**src/rtl/alu_controlador_if.sv**
```systemverilog
// Request/response bundle between the instruction side, the ALU controller
// and the external registered ALU.
interface alu_controlador_if;
  // request side
  logic        valido_in;
  logic [1:0]  ALUOp;
  logic [2:0]  funct3;
  logic        funct7_5;
  logic [31:0] operando_a;
  logic [31:0] operando_b;
  // ALU return path
  logic [31:0] saida;
  // controller outputs
  logic [3:0]  ALUcontrol;
  logic [31:0] entrada1;
  logic [31:0] entrada2;
  logic        pronto;
  logic [31:0] resultado;
  logic        resultado_valido;
  logic        desvio;
  logic        zero_out;
  logic        erro;

  // controller side
  modport slave (
    input  valido_in, ALUOp, funct3, funct7_5, operando_a, operando_b, saida,
    output ALUcontrol, entrada1, entrada2, pronto, resultado,
           resultado_valido, desvio, zero_out, erro
  );

  // requester / ALU side
  modport master (
    output valido_in, ALUOp, funct3, funct7_5, operando_a, operando_b, saida,
    input  ALUcontrol, entrada1, entrada2, pronto, resultado,
           resultado_valido, desvio, zero_out, erro
  );
endinterface

```
**src/rtl/alu_controlador.sv**
```systemverilog
// ALU controller: decodes ALUOp/funct fields into an ALU opcode, drives the
// operands to an external registered ALU, captures its result two edges
// after accept and resolves BEQ/BNE from the 32-bit zero test.
module alu_controlador (
  input  logic               clock,
  input  logic               reset,
  alu_controlador_if.slave   bus
);

  localparam logic [3:0] CTL_AND = 4'b0000;
  localparam logic [3:0] CTL_OR  = 4'b0001;
  localparam logic [3:0] CTL_ADD = 4'b0010;
  localparam logic [3:0] CTL_SUB = 4'b0110;

  typedef enum logic [2:0] {OCIOSO, EMITE, ESPERA, CONCLUI, ERRO} state_t;
  typedef enum logic [1:0] {BR_NONE, BR_BEQ, BR_BNE} br_t;

  state_t      state_q, state_d;
  br_t         br_q, br_d;
  logic [3:0]  ctl_q, ctl_d;
  logic [31:0] e1_q, e1_d;
  logic [31:0] e2_q, e2_d;
  logic [31:0] res_q, res_d;
  logic        desvio_q, desvio_d;
  logic        zero_q, zero_d;

  logic        dec_ok;
  logic [3:0]  dec_ctl;
  br_t         dec_br;
  logic        accept;
  logic        saida_zero;

  assign accept     = bus.valido_in && (state_q == OCIOSO);
  assign saida_zero = (bus.saida == 32'd0);

  // Instruction decode: opcode, branch kind and legality of the encoding
  always_comb begin
    dec_ok  = 1'b1;
    dec_ctl = CTL_ADD;
    dec_br  = BR_NONE;
    case (bus.ALUOp)
      2'b00: dec_ctl = CTL_ADD;
      2'b01: begin
        dec_ctl = CTL_SUB;
        case (bus.funct3)
          3'b000:  dec_br = BR_BEQ;
          3'b001:  dec_br = BR_BNE;
          default: dec_ok = 1'b0;
        endcase
      end
      2'b10: begin
        case ({bus.funct7_5, bus.funct3})
          4'b0_000: dec_ctl = CTL_ADD;
          4'b1_000: dec_ctl = CTL_SUB;
          4'b0_111: dec_ctl = CTL_AND;
          4'b0_110: dec_ctl = CTL_OR;
          default:  dec_ok  = 1'b0;
        endcase
      end
      default: dec_ok = 1'b0;
    endcase
  end

  // Next state and datapath updates; operands only load on a legal accept
  always_comb begin
    state_d  = state_q;
    br_d     = br_q;
    ctl_d    = ctl_q;
    e1_d     = e1_q;
    e2_d     = e2_q;
    res_d    = res_q;
    desvio_d = desvio_q;
    zero_d   = zero_q;
    case (state_q)
      OCIOSO: begin
        if (accept) begin
          if (dec_ok) begin
            state_d = EMITE;
            ctl_d   = dec_ctl;
            br_d    = dec_br;
            e1_d    = bus.operando_a;
            e2_d    = bus.operando_b;
          end else begin
            state_d = ERRO;
          end
        end
      end
      EMITE:  state_d = ESPERA;
      ESPERA: begin
        state_d = CONCLUI;
        res_d   = bus.saida;
        zero_d  = saida_zero;
        case (br_q)
          BR_BEQ:  desvio_d = saida_zero;
          BR_BNE:  desvio_d = !saida_zero;
          default: desvio_d = 1'b0;
        endcase
      end
      CONCLUI: state_d = OCIOSO;
      ERRO:    state_d = OCIOSO;
      default: state_d = OCIOSO;
    endcase
  end

  // State and datapath registers, cleared asynchronously
  always_ff @(posedge clock or negedge reset) begin
    if (!reset) begin
      state_q  <= OCIOSO;
      br_q     <= BR_NONE;
      ctl_q    <= 4'b0000;
      e1_q     <= 32'd0;
      e2_q     <= 32'd0;
      res_q    <= 32'd0;
      desvio_q <= 1'b0;
      zero_q   <= 1'b0;
    end else begin
      state_q  <= state_d;
      br_q     <= br_d;
      ctl_q    <= ctl_d;
      e1_q     <= e1_d;
      e2_q     <= e2_d;
      res_q    <= res_d;
      desvio_q <= desvio_d;
      zero_q   <= zero_d;
    end
  end

  // Status strobes are state decodes, so reset clears them immediately
  assign bus.pronto           = (state_q == OCIOSO);
  assign bus.resultado_valido = (state_q == CONCLUI);
  assign bus.erro             = (state_q == ERRO);
  assign bus.ALUcontrol       = ctl_q;
  assign bus.entrada1         = e1_q;
  assign bus.entrada2         = e2_q;
  assign bus.resultado        = res_q;
  assign bus.desvio           = desvio_q;
  assign bus.zero_out         = zero_q;

endmodule
```
**src/flat_wrapper.sv**
```systemverilog
// flat-port wrapper written by rule: the top's interface ports become plain ports
module alu_controlador_flat 
  (clock, reset, bus_valido_in, bus_ALUOp, bus_funct3, bus_funct7_5, bus_operando_a, bus_operando_b, bus_saida, bus_ALUcontrol, bus_entrada1, bus_entrada2, bus_pronto, bus_resultado, bus_resultado_valido, bus_desvio, bus_zero_out, bus_erro);
  alu_controlador_if bus_i ();
  input  logic clock;
  input  logic reset;
  input wire logic [$bits(bus_i.valido_in)-1:0] bus_valido_in;
  input wire logic [$bits(bus_i.ALUOp)-1:0] bus_ALUOp;
  input wire logic [$bits(bus_i.funct3)-1:0] bus_funct3;
  input wire logic [$bits(bus_i.funct7_5)-1:0] bus_funct7_5;
  input wire logic [$bits(bus_i.operando_a)-1:0] bus_operando_a;
  input wire logic [$bits(bus_i.operando_b)-1:0] bus_operando_b;
  input wire logic [$bits(bus_i.saida)-1:0] bus_saida;
  output wire logic [$bits(bus_i.ALUcontrol)-1:0] bus_ALUcontrol;
  output wire logic [$bits(bus_i.entrada1)-1:0] bus_entrada1;
  output wire logic [$bits(bus_i.entrada2)-1:0] bus_entrada2;
  output wire logic [$bits(bus_i.pronto)-1:0] bus_pronto;
  output wire logic [$bits(bus_i.resultado)-1:0] bus_resultado;
  output wire logic [$bits(bus_i.resultado_valido)-1:0] bus_resultado_valido;
  output wire logic [$bits(bus_i.desvio)-1:0] bus_desvio;
  output wire logic [$bits(bus_i.zero_out)-1:0] bus_zero_out;
  output wire logic [$bits(bus_i.erro)-1:0] bus_erro;
  assign bus_i.valido_in = bus_valido_in;
  assign bus_i.ALUOp = bus_ALUOp;
  assign bus_i.funct3 = bus_funct3;
  assign bus_i.funct7_5 = bus_funct7_5;
  assign bus_i.operando_a = bus_operando_a;
  assign bus_i.operando_b = bus_operando_b;
  assign bus_i.saida = bus_saida;
  assign bus_ALUcontrol = bus_i.ALUcontrol;
  assign bus_entrada1 = bus_i.entrada1;
  assign bus_entrada2 = bus_i.entrada2;
  assign bus_pronto = bus_i.pronto;
  assign bus_resultado = bus_i.resultado;
  assign bus_resultado_valido = bus_i.resultado_valido;
  assign bus_desvio = bus_i.desvio;
  assign bus_zero_out = bus_i.zero_out;
  assign bus_erro = bus_i.erro;
  alu_controlador u_core (.clock(clock), .reset(reset), .bus(bus_i));
endmodule
```
**config.mk**
```make
export PLATFORM = sky130hd
export DESIGN_NAME = alu_controlador_flat
export DESIGN_NICKNAME = d
export VERILOG_FILES = /design/src/rtl/alu_controlador_if.sv /design/src/rtl/alu_controlador.sv /design/src/flat_wrapper.sv
export SDC_FILE = /design/constraint.sdc
export NUM_CORES = 1
export LEC_CHECK = 0
export BUFFER_PORTS_ARGS = -buffer_cell sky130_fd_sc_hd__clkbuf_2
export CORE_ASPECT_RATIO = 0.7
export CORE_MARGIN = 5
export CORE_UTILIZATION = 45
export CTS_CLUSTER_SIZE = 28
export DETAILED_ROUTE_END_ITERATION = 7
export GPL_TIMING_DRIVEN = 0
export PLACE_DENSITY_LB_ADDON = 0.05
export SLEW_MARGIN = 20
export SYNTH_ARGS = -nofsm -noshare
export SYNTH_HDL_FRONTEND = slang
export SYNTH_SLANG_ARGS = --single-unit
```
**constraint.sdc**
```tcl
create_clock -name clock -period 5.18 [get_ports clock]
set_clock_uncertainty 0.1 [all_clocks]
set_input_delay 0.518 -clock clock [delete_from_list [all_inputs] [get_ports clock]]
set_output_delay 0.518 -clock clock [all_outputs]
set_load 0.01 [all_outputs]
```
# Word-level counts from Yosys, hierarchy flattened
# Cells that the tools add are included.
# totals
reg_bits	107
ramBits	0
latchBits	0
output_inout_bits	105
wordCells	42
inputBits	105
mem_count	0
mem_bits_ro	0
# op_classes
reduce_logical	10
shifts	0
div_mod_pow	0
n_addsub	0
bitwise	0
order_cmp	0
muxes	11
n_eq_ne	13
n_mul	0
# op_table
op	count
32-bit logical NOT	1
3-bit one-hot mux with 3 select lines	2
4-bit by 3-bit == test with 1-bit output, second input constant	2
4-bit one-hot mux with 2 select lines	1
3-bit by 1-bit == test with 1-bit output, second input constant	2
3-bit by 2-bit == test with 1-bit output, second input constant	2
3-bit logical NOT	2
3-bit two-way mux	2
2-bit by 1-bit == test with 1-bit output, second input constant	2
2-bit == test, second input constant	2
4-bit == test, second input constant	1
4-bit logical NOT	1
2-bit one-hot mux with 2 select lines	1
4-bit OR reduction	1
3-bit == test, second input constant	1
1-bit one-hot mux with 3 select lines	1
3-bit AND reduction	1
2-bit logical NOT	1
1-bit two-way mux	2
2-bit two-way mux	1
2-bit by 1-bit != test with 1-bit output, second input constant	1
1-bit one-hot mux with 2 select lines	1
2-bit OR reduction	1
1-bit logical AND	1
1-bit logical NOT	1

# Logic depth before layout (Yosys ltp)
# Gate-level depths: netlist of the first run.
# depth
depth_word	7
depth_mapped	8
ltp_nobuf	6

# Worst setup path before layout of the first run
# Ideal clock, no wire load.
# synth_timing
kind	in2reg
start	in bus_ALUOp[0]
end	reg u_core.e2_q[22] (netlist: u_core.bus.entrada2[22])
required_ns	4.953
setup_time_ns	0.127
n_path_buf	2
path_slack_ns	2.942
arrival_time_ns	2.010
path_stages	8
path_cell_list	inv_1 -> ha_1 -> nor2b_1 -> o21ai_1 -> a211oi_4 -> buf_6 -> buf_6 -> mux2_1
# synth_via
elab_chain_len	3
word_cells_on_any_way	5
classes_between	eq/ne (2); mux (1); reduce/logical (2)
# synth_rtl
element	line_no	source
start: declaration	flat_wrapper.sv:8	input wire logic [$bits(bus_i.ALUOp)-1:0] bus_ALUOp;
2-bit == test, or another cell as far along	alu_controlador.sv:41	case (bus.ALUOp)
1-bit one-hot mux with 3 select lines *	alu_controlador.sv:41	
3-bit AND reduction (no line) *	n/a	
end signal: assignment	alu_controlador.sv:112	e2_q <= 32'd0;
end signal: assignment	alu_controlador.sv:121	e2_q <= e2_d;
end: declaration	alu_controlador.sv:22	logic [31:0] e2_q, e2_d;
# Every way passes the cells marked *; elsewhere a longest branch is shown, timed or not.
# A chain may end at the register's enable or synchronous reset.

# Final worst setup path of the first run
# layout_timing
start	in bus_ALUOp[0]
end	reg u_core.e2_q[30] (netlist: u_core.bus.entrada2[30])
# Same word-level chain as after synthesis.

==> metrics.yaml, run 1 <==
pwr:
  switching_share: 0.314
  p_int_mw: 2.39
  power.total_mw: 3.48
  leakagePower_nw: 2.92
  p_clk_frac: 0.215
  p_per_area_mw_per_mm2: 602
  p_seq_frac: 0.413
  netSwitchingPower_mw: 1.09
  max-vdd-ir-drop_v: 0.000293
  combPwrFrac: 0.371
detailed_routing:
  ant_nets: 0
  vias_per_cell: 4.76
  drcViolationCount: 0
  wire_per_inst_um: 15.7
  vias: 2939
  drtIter0Drc: 103
  routed_wl_um: 9720
  first_pass_iters: 4
placed_design:
  routabilityCongestion: 0.764
  place_hpwl_um: 7820
  port_buffers: 208
  placed_area_mm2: 0.00544
  post-place-ws_ps: 2470
yosys:
  synth_top_family_by_area: "multiplexers"
  yosysWarnings: 0
  synthAdderAreaFrac: 0.0119
  netlist_area_mm2: 0.00421
  syn_avg_cell_area_um2: 15.7
  yosys.area_share.simple: 0.0434
  postSynthCellCount: 268
  synthArstFlopShare: 1.00
  synth_largest_area_cell: "dfrtp_1"
  yosysMostFrequentCell: "dfrtp_1"
  synth_edf_count: 0
  synth_top_area_share: 0.630
  synth_compound_area_frac: 0.0160
  synth.top_cells.by_count: "dfrtp_1 (106), mux2_2 (92), mux2_1 (9), nor4_1 (8), nor2_1 (7)"
  synth_mux_area_frac: 0.272
  ys_seq_area_frac: 0.630
  synthXorXnorAreaFrac: 0.00208
  synth-seq-cells: 106
  ys_types: 31
  synth.top_cells.by_area: "dfrtp_1 (63%), mux2_2 (25%), mux2_1 (2.4%), ha_1 (1.2%), nor4_1 (1.2%)"
  synth-main-ff-cell: "dfrtp_1"
  syn_nets: 377
timing:
  setup_viol: 0
  fin_ws_ps: 2850
  hold_ws_ps: 295
  final_hold_viol_count: 0
  fmax_mhz: 428
  rsz0062_at_grt: "no"
  tns_ps: 0
  slew_violations: 0
  finalCritPeriodShare: 0.451
  finalCriticalPeriod_ps: 2330
setup_path:
  cp_data_required_time_ps: 5300
  crit_path_start_kind: "input port"
  ff2ff_path_depth: 6
  r2r_start: "u_core.state_q[2]$_DFFE_PN0P_"
  crit_fanout: 10
  ff2ff_setup_slack_ps: 3060
  endpoint_kind: "flip-flop"
  cp.arrival_ps: 2450
  worst_r2r_endpoint: "u_core.bus.entrada2[30]$_DFFE_PN0P_"
  worstSetupPathType: "input port to flip-flop"
worst_hold_path:
  min-delay-start: "bus_operando_b[27]"
  min_delay_worst_endpoint: "u_core.bus.entrada2[27]$_DFFE_PN0P_"
  hold_path.class: "input port to flip-flop"
  holdPathStages: 2
floorplan:
  die_w_um: 126
  rows: 29
  ios: 210
  start_util: 0.462
  die_area_mm2: 0.0114
  fp.dieH_um: 90.9
  coreArea_mm2: 0.00911
cells_and_area:
  final_nets: 598
  n_fill_cell: 762
  multi_input_area_mm2: 0.00146
  fin_area_mm2: 0.00579
  area_growth_pct: 37.4
  num_antenna_cells: 0
  drive_gt1_frac: 0.672
  seq_area_mm2: 0.00265
global_routing:
  grt_start_max_net_pins: 70
  grt_util_met1: 0.217
  grtUsageMet2: 0.286
  overflow: 0
  grt_usage: 0.176
  grtUsageMet3: 0.0762
  antenna_found_initial: 0
  grt_pass1_wl_um: 16000
  top_usage_layer: "met2"
  grt_pass1_vias: 3084
clock_tree:
  path_clk_slew_ps: 70
  clockBufferDepth: 2
  ctsResizeCount: 0
  post_cts.repair.setup_buffers: 0
  ctsHoldBuffers: 1
  root_buffer: "clkbuf_16"
  cts_tree: "done"
  cts_made_buffers: 9
  cts.sinks: 106
  insertion_delay_ps: 330
  htree_num_levels: 3
job:
  cap_violations: 0
run_status:
  status: "finished clean"
final cells by class:
cell class / count / area share
multi-input cells: 147 / 0.252
flip-flops and latches: 106 / 0.458
clock buffers: 10 / 0.0396
inverters: 3 / 0.00195
well taps: 124 / 0.0268
plain buffers: 12 / 0.0151
repair buffers: 210 / 0.188
clock inverters: 6 / 0.0182
cells by family (layout without fill, tap and decap cells):
group | count (synthesis) | after routing
flops | 106 | 106
mux | 102 | 102
simple gates | 31 | 31
buf+inv | 15 | 241
compound gates | 8 | 8
fa+ha+maj | 4 | 4
other cells | 1 | 1
xor+xnor | 1 | 1
power groups by stage:
stage               sequential [mW]  combinational, mW  clock (mW)
detailed placement             1.46               1.33           0
finish                         1.44               1.29       0.750
CTS                            1.44               1.33       0.770
global placement               1.44               1.30           0
global route                   1.50               1.41       0.813
floorplan                      1.63              0.542           0
state kept, by name, indices dropped and copies added, names as in the netlist:
| register | cells |
|---|---|
| u_core.bus.entrada1 | 32 |
| u_core.br_q | 2 |
| u_core.state_q | 3 |
| u_core.bus.zero_out | 1 |
| u_core.bus.ALUcontrol | 3 |
| u_core.bus.entrada2 | 32 |
| u_core.bus.desvio | 1 |
| u_core.bus.resultado | 32 |
cell usage in the layout, fill, tap and decap left out, drive strengths merged, types with 2 or more instances in the layout:
cell | Yosys | final
a21oi | 2 | 2
a31oi | 2 | 2
and3 | 2 | 2
buf | 12 | 13
bufinv | 0 | 3
clkbuf | 0 | 218
clkinv | 0 | 3
dfrtp | 106 | 106
ha | 4 | 4
inv | 3 | 3
mux2 | 101 | 101
nand2 | 2 | 2
nand3b | 2 | 2
nand4 | 2 | 2
nor2 | 7 | 7
nor2b | 2 | 2
nor4 | 8 | 8
layer usage:
metal  up-vias  part of all wire  wire (µm)
met4         0             0.012        118
met5         -                 0          0
met2       121              0.48       4660
li1       1402                 -          -
met1      1407              0.41       4000
met3         9             0.097        944
critical path: stages:
cell and delay (ps):
clkbuf_2 100, inv_1 80, ha_1 210, nor2b_1 220, o21ai_1 140, a211oi_4 450, buf_6 220, buf_6 160
mux2_1 340
metrics by stage:
stage	instances	utilization
floorplan	268	-
detailed placement	601	0.598
global route	618	0.636
finish	618	0.636
CTS	618	0.636
global placement	600	0.594
worst max-delay path by stage:
stage,start,to,slack (ps)
after detailed placement,bus_ALUOp[0],u_core.bus.entrada2[28]$_DFFE_PN0P_,2470
after global routing,bus_ALUOp[0],u_core.bus.entrada2[28]$_DFFE_PN0P_,2670
after floorplan,bus_ALUOp[0],u_core.bus.entrada2[22]$_DFFE_PN0P_,2940
final,bus_ALUOp[0],u_core.bus.entrada2[30]$_DFFE_PN0P_,2850
after global placement,reset,u_core.bus.entrada2[4]$_DFFE_PN0P_,2050
after CTS,bus_ALUOp[0],u_core.bus.entrada2[28]$_DFFE_PN0P_,2820
No activity file was read; power rests on OpenSTA's default activity.
==> run 2: changes to the inputs <==
--- a/config.mk
+++ b/config.mk
@@ -5,10 +5,11 @@
 export SDC_FILE = /design/constraint.sdc
 export NUM_CORES = 1
 export LEC_CHECK = 0
+export ABC_AREA = 1
 export BUFFER_PORTS_ARGS = -buffer_cell sky130_fd_sc_hd__clkbuf_2
 export CORE_ASPECT_RATIO = 0.7
 export CORE_MARGIN = 5
-export CORE_UTILIZATION = 45
+export CORE_UTILIZATION = 43
 export CTS_CLUSTER_SIZE = 28
 export DETAILED_ROUTE_END_ITERATION = 7
 export GPL_TIMING_DRIVEN = 0
==> constraint.sdc (replaced) <==
create_clock -name clock -period 2 [get_ports clock]
set_clock_uncertainty 0.1 [all_clocks]
set_input_delay 0.2 -clock clock [delete_from_list [all_inputs] [get_ports clock]]
set_output_delay 0.2 -clock clock [all_outputs]
set_load 0.01 [all_outputs]
==> run 2 against run 1 <==
  * Power grew to 2.7 times the previous value
  * First-iteration DRC count grew 65%
  * Via count grew 55%
  * Final cell count grew 60%
  * Core utilization grew 5.1 points
  * Critical endpoint is now u_core.bus.entrada1[13]$_DFFE_PN0P_
  * Sequential cell count is the same
  * Hold slack lost 280 ps
  * Combinational power grew to 2.9 times the previous value
==> metrics.yaml, run 2 <==
yosys:
  synth.top_cells.by_area: "dfrtp_1 (57%), nand2_1 (21%), nand3_2 (8.5%), nand3_1 (3.0%), nor2_1 (2.1%)"
  postSynthCellCount: 523  # +95%
  ys_types: 23  # -26%
  yosysWarnings: 0  # unchanged
  synth-seq-cells: 106  # unchanged
  ys_seq_area_frac: 0.566  # -0.0639
  syn_nets: 632  # +68%
  synth_largest_area_cell: "dfrtp_1"
  synth-main-ff-cell: "dfrtp_1"
  yosysMostFrequentCell: "nand2_1"
  synthArstFlopShare: 1.00  # unchanged
  synth_edf_count: 0  # unchanged
  synth_top_area_share: 0.566  # -0.0639
  synth.top_cells.by_count: "nand2_1 (258), dfrtp_1 (106), nand3_2 (40), nand3_1 (28), nor2_1 (26)"
  syn_avg_cell_area_um2: 8.96  # -43%
  netlist_area_mm2: 0.00469  # +11%
setup_path:
  crit_fanout: 10  # unchanged
  worst_path_most_repeated_cell: "nand2_1"
  cp_slowest_stage_delay_ps: 410  # -40 ps
  slowest_stage: "dfrtp_1"
  endpoint_kind: "flip-flop"
  path_cells: "nor2_2 > nand2_1 > nor2_2 > nand3b_1 > buf_4 > buf_2 > nand2_1 > nand2_1"
  critical_path_buf_inv_count: 2  # -2
  cp_top_family: "simple AND/OR/NAND/NOR gates"
  crit_path_start_kind: "flip-flop"
  worstSetupPathType: "flip-flop to flip-flop"
  cp_data_required_time_ps: 2130  # -3170 ps
  cp.arrival_ps: 1780  # -670 ps
clock_tree:
  insertion_delay_ps: 340  # about the same
  ctsHoldBuffers: 96  # +95
  ctsResizeCount: 0  # unchanged
  clockBufferDepth: 2  # unchanged
  cts.sinks: 106  # unchanged
  root_buffer: "clkbuf_16"
  cts_made_buffers: 9  # unchanged
  post_cts.repair.setup_buffers: 0  # unchanged
  htree_num_levels: 3  # unchanged
  cts_tree: "done"
  path_clk_slew_ps: 70  # about the same
placed_design:
  post-place-ws_ps: 188  # -2280 ps
  dp.cells: 880  # +46%
  placed_area_mm2: 0.00595  # +9.3%
  port_buffers: 208  # unchanged
  place_hpwl_um: 9920  # +27%
  routabilityCongestion: 0.800  # +4.7%
worst_hold_path:
  hold_path.class: "input port to flip-flop"
detailed_routing:
  routed_wl_um: 13900  # +43%
  drtIter0Drc: 170  # +65%
  wire_per_inst_um: 14.0  # -11%
  vias: 4549  # +55%
  ant_nets: 0  # unchanged
  vias_per_cell: 4.59  # -3.5%
  drcViolationCount: 0  # unchanged
  first_pass_iters: 4  # unchanged
pwr:
  p_per_area_mw_per_mm2: 1290  # +110%
  leakagePower_nw: 3.94  # +35%
  power.total_mw: 9.28  # +170%
  max-vdd-ir-drop_v: 0.000757  # +160%
global_routing:
  grt_start_max_net_pins: 56  # -20%
  grt_pass1_vias: 4704  # +53%
  overflow: 0  # unchanged
  grt_usage: 0.216  # +0.0399
  antenna_found_initial: 0  # unchanged
  grt_pass1_wl_um: 22900  # +43%
floorplan:
  ios: 210  # unchanged
  coreArea_mm2: 0.0105  # +15%
  die_w_um: 135  # +7.3%
  die_area_mm2: 0.0131  # +15%
  rows: 31  # +6.9%
  start_util: 0.446  # -0.0165
  fp.dieH_um: 97.4  # +7.0%
cells_and_area:
  num_antenna_cells: 0  # unchanged
  seq_area_mm2: 0.00265  # unchanged
  fin_area_mm2: 0.00722  # +25%
  n_fill_cell: 860  # +13%
  final_common_cell: "nand2_1"
  final_util: 0.687  # +0.0512
  final_cell_mix: "nand2_1 (258), clkbuf_2 (207), dfrtp_1 (106), dlygate4sd3_1 (96), nand3_2 (40)"
  fin_cells: 991  # +60%
  multi_input_area_mm2: 0.00177  # +21%
  final_nets: 948  # +59%
  area_growth_pct: 54.0
  drive_gt1_frac: 0.353  # -0.319
timing:
  rsz0062_at_grt: "no"
  finalCritPeriodShare: 0.824
  slew_violations: 0  # unchanged
  fmax_mhz: 607
  final_hold_viol_count: 0  # unchanged
  finalCriticalPeriod_ps: 1650
  fin_ws_ps: 352  # -2490 ps
  setup_viol: 0  # unchanged
run_status:
  status: "finished clean"
job:
  cap_violations: 0  # unchanged
==> run 2: cell types whose count changed after synthesis, sizes merged, moves of 2 or more <==
cell	delta
a31oi	-2
and3	-2
buf	+14
clkbuf	+3
inv	+10
mux2	-101
nand2	+256
nand3	+68
nand4	-2
nor2	+21
nor2b	-2
nor3	+3
nor4	-8
o21ai	+6
==> run 2: cell families after synthesis <==
logic type	synth area share
DFF	0.566
buffers and inverters	0.0574
other	0.000800
and+or+nand+nor	0.354
adders and majority gates	0.0107
AOI/OAI and AO/OA	0.0115
==> run 2: layer usage <==
layer / wire length [µm] / global-route usage / vias up / share of wire
li1: - / - / 2262 / -
met1: 6040 / 0.282 / 2116 / 0.44
met2: 6570 / 0.350 / 151 / 0.47
met3: 1020 / 0.0626 / 20 / 0.073
met4: 243 / 0.0618 / 0 / 0.018
met5: 0 / 0 / - / 0
==> run 2: layout make-up <==
cell class	count	share of cell area
Sequential cell	106	0.367
Clock buffer	9	0.0312
Buffer	29	0.0305
Multi-Input combinational cell	375	0.245
Clock inverter	6	0.0114
Inverter	13	0.00676
Timing Repair Buffer	305	0.282
Tap cell	148	0.0257
==> run 2: tightest hold or removal path, cell delays in order <==
cell and delay [ps]:
clkbuf_2 90, nand2_1 60, o21ai_1 60
==> run 2: report_power, final <==
| group | leakage [nW] | switching, mW | internal, mW |
|---|---|---|---|
| Combinational | 2.46 | 2.20 | 1.51 |
| Sequential | 1.33 | 0.595 | 3.15 |
| Clock | 0.151 | 0.737 | 1.08 |
==> run 2: stage by stage <==
step / hold WS (ps) / TNS (ps)
after floorplan: -196 / 0
after global placement: 311 / -88580
after detailed placement: 84.5 / 0
after CTS: 1.28 / 0
after global routing: 11.9 / 0
final: 11.7 / 0
==> run 2: final timing paths <==
kind	cells after the start	endpoint	start	slack [ps]
setup / recovery	8	u_core.bus.entrada1[13]$_DFFE_PN0P_	u_core.state_q[2]$_DFFE_PN0P_	350
hold / removal	3	u_core.br_q[1]$_DFFE_PN0P_	bus_funct3[0]	10
setup reg to reg	8	u_core.bus.entrada1[13]$_DFFE_PN0P_	u_core.state_q[2]$_DFFE_PN0P_	350
hold reg to reg	2	u_core.bus.entrada1[19]$_DFFE_PN0P_	u_core.bus.entrada1[19]$_DFFE_PN0P_	380
max in group asynchronous	3	u_core.bus.entrada1[20]$_DFFE_PN0P_	reset	900
min in group asynchronous	2	u_core.bus.resultado[31]$_DFFE_PN0P_	reset	290
